==> config.mk <==
export PLATFORM = sky130hd
export DESIGN_NAME = ram_port_arbiter
export DESIGN_NICKNAME = d
export VERILOG_FILES = /design/src/rtl/ram_port_arbiter.sv
export SDC_FILE = /design/constraint.sdc
export NUM_CORES = 1
export LEC_CHECK = 0
export ABC_AREA = 1
export CORE_ASPECT_RATIO = 0.7
export CORE_MARGIN = 2
export CORE_UTILIZATION = 35
export DETAILED_ROUTE_END_ITERATION = 8
export PLACE_DENSITY_LB_ADDON = 0.05
export SETUP_SLACK_MARGIN = 0.3
export SYNTH_ARGS = -nofsm -noshare
export SYNTH_HDL_FRONTEND = slang
export SYNTH_SLANG_ARGS = --single-unit
==> constraint.sdc <==
create_clock -name clk -period 9.2 [get_ports clk]
set_input_delay 0.92 -clock clk [delete_from_list [all_inputs] [get_ports clk]]
set_output_delay 0.92 -clock clk [all_outputs]
set_load 0.1 [all_outputs]
==> src/rtl/ram_port_arbiter.sv <==
// Byte-serial arbiter sharing one RAM port between instruction fetch and load/store.
// Splits 1/2/4-byte little-endian accesses into per-byte RAM cycles and returns a done pulse.
module ram_port_arbiter #(
  parameter int ADDR_W    = 32,
  parameter int MAX_BYTES = 4
) (
  input  logic                     clk,
  input  logic                     rst,
  input  logic                     if_req,
  input  logic [ADDR_W-1:0]        if_addr,
  input  logic                     if_flush,
  output logic                     if_done,
  output logic [8*MAX_BYTES-1:0]   if_data,
  input  logic                     mem_req,
  input  logic                     mem_we,
  input  logic [ADDR_W-1:0]        mem_addr,
  input  logic [1:0]               mem_size,
  input  logic [8*MAX_BYTES-1:0]   mem_wdata,
  output logic                     mem_done,
  output logic [8*MAX_BYTES-1:0]   mem_rdata,
  input  logic [7:0]               ram_din,
  output logic [7:0]               ram_dout,
  output logic [ADDR_W-1:0]        ram_addr,
  output logic                     ram_wr,
  output logic                     busy
);

  localparam int DATA_W = 8 * MAX_BYTES;
  localparam int CNT_W  = $clog2(MAX_BYTES + 1);

  typedef enum logic [1:0] {IDLE, READ, WRITE} state_t;

  state_t              state, state_nx;
  logic [CNT_W-1:0]    cnt, cnt_nx;
  logic [CNT_W-1:0]    n_bytes, n_bytes_nx;
  logic [ADDR_W-1:0]   cur_addr, cur_addr_nx;
  logic [DATA_W-1:0]   cur_wdata, cur_wdata_nx;
  logic                cur_mem, cur_mem_nx;
  logic                last_mem, last_mem_nx;
  logic [DATA_W-1:0]   rbuf, rbuf_nx;
  logic                if_done_nx, mem_done_nx, ram_wr_nx, busy_nx;
  logic [DATA_W-1:0]   if_data_nx, mem_rdata_nx;
  logic [7:0]          ram_dout_nx;
  logic [ADDR_W-1:0]   ram_addr_nx;

  logic                mem_cand, if_cand, grant_mem, grant_if;
  logic                flush_abort, last_byte;
  logic [CNT_W-1:0]    mem_n;

  // A requester whose done is still high is finishing this cycle and must not be re-granted.
  assign mem_cand    = mem_req & ~mem_done;
  assign if_cand     = if_req & ~if_done & ~if_flush;
  assign grant_mem   = mem_cand & (~if_cand | ~last_mem);
  assign grant_if    = if_cand & ~grant_mem;
  assign flush_abort = ~cur_mem & if_flush;
  assign last_byte   = (cnt == n_bytes);

  always_comb begin
    case (mem_size)
      2'b00:   mem_n = CNT_W'(1);
      2'b01:   mem_n = CNT_W'(2);
      default: mem_n = CNT_W'(MAX_BYTES);
    endcase
  end

  always_ff @(posedge clk or posedge rst) begin
    if (rst) begin
      state     <= IDLE;
      cnt       <= '0;
      n_bytes   <= '0;
      cur_addr  <= '0;
      cur_wdata <= '0;
      cur_mem   <= 1'b0;
      last_mem  <= 1'b0;
      rbuf      <= '0;
      if_done   <= 1'b0;
      if_data   <= '0;
      mem_done  <= 1'b0;
      mem_rdata <= '0;
      ram_dout  <= '0;
      ram_addr  <= '0;
      ram_wr    <= 1'b0;
      busy      <= 1'b0;
    end else begin
      state     <= state_nx;
      cnt       <= cnt_nx;
      n_bytes   <= n_bytes_nx;
      cur_addr  <= cur_addr_nx;
      cur_wdata <= cur_wdata_nx;
      cur_mem   <= cur_mem_nx;
      last_mem  <= last_mem_nx;
      rbuf      <= rbuf_nx;
      if_done   <= if_done_nx;
      if_data   <= if_data_nx;
      mem_done  <= mem_done_nx;
      mem_rdata <= mem_rdata_nx;
      ram_dout  <= ram_dout_nx;
      ram_addr  <= ram_addr_nx;
      ram_wr    <= ram_wr_nx;
      busy      <= busy_nx;
    end
  end

  always_comb begin
    state_nx = state;
    case (state)
      IDLE:    if (grant_mem || grant_if) state_nx = (grant_mem && mem_we) ? WRITE : READ;
      READ:    if (flush_abort || last_byte) state_nx = IDLE;
      WRITE:   if (last_byte) state_nx = IDLE;
      default: state_nx = IDLE;
    endcase
  end

  always_comb begin
    cnt_nx       = cnt;
    n_bytes_nx   = n_bytes;
    cur_addr_nx  = cur_addr;
    cur_wdata_nx = cur_wdata;
    cur_mem_nx   = cur_mem;
    last_mem_nx  = last_mem;
    rbuf_nx      = rbuf;
    if_done_nx   = 1'b0;
    mem_done_nx  = 1'b0;
    if_data_nx   = if_data;
    mem_rdata_nx = mem_rdata;
    ram_dout_nx  = ram_dout;
    ram_addr_nx  = ram_addr;
    ram_wr_nx    = ram_wr;
    busy_nx      = (state_nx != IDLE);
    case (state)
      IDLE: begin
        if (grant_mem || grant_if) begin
          cur_mem_nx   = grant_mem;
          last_mem_nx  = grant_mem;
          cur_addr_nx  = grant_mem ? mem_addr : if_addr;
          n_bytes_nx   = grant_mem ? mem_n : CNT_W'(MAX_BYTES);
          cur_wdata_nx = mem_wdata;
          ram_addr_nx  = grant_mem ? mem_addr : if_addr;
          cnt_nx       = CNT_W'(1);
          rbuf_nx      = '0;
          ram_wr_nx    = grant_mem & mem_we;
          if (grant_mem && mem_we) ram_dout_nx = mem_wdata[7:0];
        end
      end
      READ: begin
        if (!flush_abort) begin
          for (int b = 0; b < MAX_BYTES; b++)
            if (cnt == CNT_W'(b + 1)) rbuf_nx[8*b +: 8] = ram_din;
          if (last_byte) begin
            if (cur_mem) begin
              mem_done_nx  = 1'b1;
              mem_rdata_nx = rbuf_nx;
            end else begin
              if_done_nx = 1'b1;
              if_data_nx = rbuf_nx;
            end
          end else begin
            ram_addr_nx = cur_addr + ADDR_W'(cnt);
            cnt_nx      = cnt + CNT_W'(1);
          end
        end
      end
      WRITE: begin
        if (last_byte) begin
          ram_wr_nx   = 1'b0;
          mem_done_nx = 1'b1;
        end else begin
          ram_addr_nx = cur_addr + ADDR_W'(cnt);
          for (int b = 0; b < MAX_BYTES; b++)
            if (cnt == CNT_W'(b)) ram_dout_nx = cur_wdata[8*b +: 8];
          cnt_nx = cnt + CNT_W'(1);
        end
      end
      default: ;
    endcase
  end

endmodule
==> metrics.yaml <==
finish:
  final_core_utilization_pct: 46.3
  fin_nets: 1794
  proportion_of_layout_cells_with_a_drive_suffix_above_1_pct: 4.45
  multi_input_comb_area_um2: 4650
  seqCellArea_um2: 5330
  n_fill_cell: 3157
  syn2layout_area_growth_pct: 30.8
  antenna-diode-count: 0
cts:
  cts.root.buffer_cell: "sky130_fd_sc_hd__clkbuf_16"
  clockBufferDepth: 3
  cts_max_level: 1
  insertion_delay_ns: 0.53
  clkTransAtPathRegs_ns: 0.06
  cts_inserted_buffers: 24
  post_cts_buffers: 0
  cts_hold_buf: 0
  cts_tree: "built"
  cts.repair.resized: 0
  tritoncts_num_sinks: 213
detailed_routing:
  met2_wirelength_um: 13600
  dr_total_vias: 10000
  route.met3.wl_um: 2030
  routed_length_per_placed_instance_um: 16.3
  topRoutingLayerUsed: "met4"
  detail_route.first_pass.iterations: 5
  route.antenna.remaining_nets: 0
  drt-vias-per-instance: 4.76
  dr.first_iter.drc_count: 823
  routedLengthMet1_um: 18300
  route.detailed.drc: 0
  routed_wire_length_um: 34300
placed_design:
  routability_congestion_estimate_from_global_placement: 0.873
  hpwl_um: 24300
  io_buffer_count: 219
job:
  number_of_maximum_capacitance_constraint_violations: 0
global_routing:
  global_route.overflow_total: 0
  grt_max_degree: 110
  grt_first_pass_wirelength_um: 54300
  first_global_vias: 9449
  grtUsageTotal_pct: 20.8
  grt_antenna_before_repair: 0
critical_path:
  cells_traversed_along_the_worst_timing_path: "clkdlybuf4s50_1"
  criticalPathCategory: "reg -> out"
  cp_max_fo: 2
  crit_slowest_cell: "sky130_fd_sc_hd__clkdlybuf4s50_1"
  worst_path_largest_cell_delay_ns: 1.17
  timing.critical_path.to_type: "primary output"
  worst_ep_required_time_ns: 8.28
  critical_path.startpoint_type: "flip-flop"
  worstPathBufferInverterCount: 1
  timing.critical_path.max_delay_family: "buffers and inverters"
  worst-endpoint-arrival_ns: 2.14
synthesis:
  fraction_of_the_mapped_netlist_area_in_compound_gates_pct: 12.0
  syn_avg_cell_area_um2: 7.42
  synth_nets: 1603
  synth_xor_area_share_pct: 0.0799
  yosysWarnings: 0
  synth_top_family_by_area: "simple AND/OR/NAND/NOR gates"
  synth-adder-area-share_pct: 1.55
  synth.area.top_cells: "sky130_fd_sc_hd__dfrtp_1 49%, sky130_fd_sc_hd__nand2_1 20%, sky130_fd_sc_hd__o21ai_0 8.4%"
  synth.cells.most_frequent: "571 x sky130_fd_sc_hd__nand2_1, 213 x sky130_fd_sc_hd__dfrtp_1, 185 x sky130_fd_sc_hd__o21ai_0, 171 x sky130_fd_sc_hd__inv_1, 95 x sky130_fd_sc_hd__nand3_1"
  synthMostInstantiatedCell: "sky130_fd_sc_hd__nand2_1"
  synthSimpleGateAreaFrac_pct: 28.6
  ys.flop_type: "sky130_fd_sc_hd__dfrtp_1"
  syn_inst: 1478
  async_flop_share_pct: 100
  netlist-cell-type-count: 42
  synth_edf_count: 0
  post-synth-top-area-fraction_pct: 48.6
  synth_seq_cells: 213
  synth.yosys.seq_area_share_pct: 48.6
  synth_mux_area_share_pct: 0
  syn_area_um2: 11000
  yosysTopAreaCell: "sky130_fd_sc_hd__dfrtp_1"
sta:
  grt_setup_unrepaired: "no"
  worst_setup_skew_after_layout_ns: 0.0109
  fin_crit_share_pct: 33.3
  setup-violations-final: 0
  fin_hold_ws_ns: 0.476
  timing.final.max_slew_violations: 0
  timing.final.hold_violations: 0
  tns_ns: 0
  slew_at_the_pin_with_the_worst_max_slew_slack_ns: 1.18
  fmax_mhz: 327
  post_layout_min_period_ns: 3.06
  slew-limit-headroom_pct: 21.5
floorplanning:
  floorplan.die.height_um: 152
  placementRows: 54
  floorplan.die_area_um2: 32800
  starting_density_pct: 35.4
  core_um2: 31000
  design.portCount: 220
  die_w_um: 216
hold_path:
  hold_path_class: "reg -> reg"
status:
  run_status: "finished, final reports clean"
## cells in the final DEF (no fill, tap or decap), types with 3 or more instances in the layout
master	synthesis	final
sky130_fd_sc_hd__nand2_1	571	570
sky130_fd_sc_hd__clkdlybuf4s50_1	0	219
sky130_fd_sc_hd__dfrtp_1	213	213
sky130_fd_sc_hd__o21ai_0	185	185
sky130_fd_sc_hd__inv_1	171	169
sky130_fd_sc_hd__nand3_1	95	95
sky130_fd_sc_hd__nor2_1	73	73
sky130_fd_sc_hd__clkbuf_16	0	25
sky130_fd_sc_hd__o21a_1	24	24
sky130_fd_sc_hd__a21oi_1	14	14
sky130_fd_sc_hd__ha_1	12	12
sky130_fd_sc_hd__buf_4	7	8
sky130_fd_sc_hd__nand3b_1	7	7
sky130_fd_sc_hd__o211ai_1	6	6
sky130_fd_sc_hd__bufinv_16	0	6
sky130_fd_sc_hd__a31oi_1	5	5
sky130_fd_sc_hd__clkbuf_8	0	5
sky130_fd_sc_hd__clkinv_1	4	4
sky130_fd_sc_hd__inv_2	3	4
sky130_fd_sc_hd__nand2_2	3	4
sky130_fd_sc_hd__clkinv_2	0	4
sky130_fd_sc_hd__clkbuf_1	28	4
sky130_fd_sc_hd__o21bai_1	3	3
## state kept, by name, indices dropped and copies added (netlist names), 2 cells and up
register   cells
cur_addr      32
cur_wdata     32
if_data       32
mem_rdata     32
ram_addr      32
rbuf          32
ram_dout       8
cnt            3
n_bytes        3
state          2
## cell type report
cell class	instances	area share, %
sequential	213	37.1
inverter	179	4.77
timing repair buffer	227	15.7
tap	420	3.66
clock inverter	10	1.40
clock buffer	34	4.94
multi-input combinational	1024	32.4
## through the flow
| stage | instance area [µm²] | instances | worst slack, ns |
|---|---|---|---|
| detailed placement | 13400 | 2063 | 5.82 |
| global route | 14300 | 2107 | 5.77 |
| floorplan | 11000 | 1478 | 2.46 |
| finish | 14300 | 2107 | 6.14 |
| global placement | 13400 | 2063 | 5.89 |
| CTS | 14300 | 2107 | 6.10 |
## path summary, 6_finish.rpt
| kind | from | endpoint | slack [ns] | depth (start not counted) |
|---|---|---|---|---|
| max | ram_addr[26] | ram_addr[26] | 6.14 | 1 |
| min | ram_wr | ram_wr | 0.48 | 2 |
| max reg2reg | cnt[1] | ram_dout[0] | 6.16 | 10 |
| min reg2reg | ram_wr | ram_wr | 0.48 | 2 |
| max in group asynchronous | rst | cur_wdata[11] | 6.98 | 3 |
| min in group asynchronous | rst | mem_rdata[21] | 0.96 | 2 |
## kinds of logic after synthesis
| family | after synthesis |
|---|---|
| buf+inv | 241 |
| compound gates | 243 |
| flops | 213 |
| simple gates | 767 |
| fa+ha+maj | 13 |
| xor+xnor | 1 |
## layer usage
metal | GRT usage (%) | up-vias
met2 | 28.2 | 250
li1 | - | 5015
met1 | 33.9 | 4739
met3 | 4.06 | 29
met5 | 0 | -
met4 | 3.12 | 0
Power is left out: the tool's default activity adds up to more than one toggle a clock period on the data nets, which glitch-free logic cannot reach.
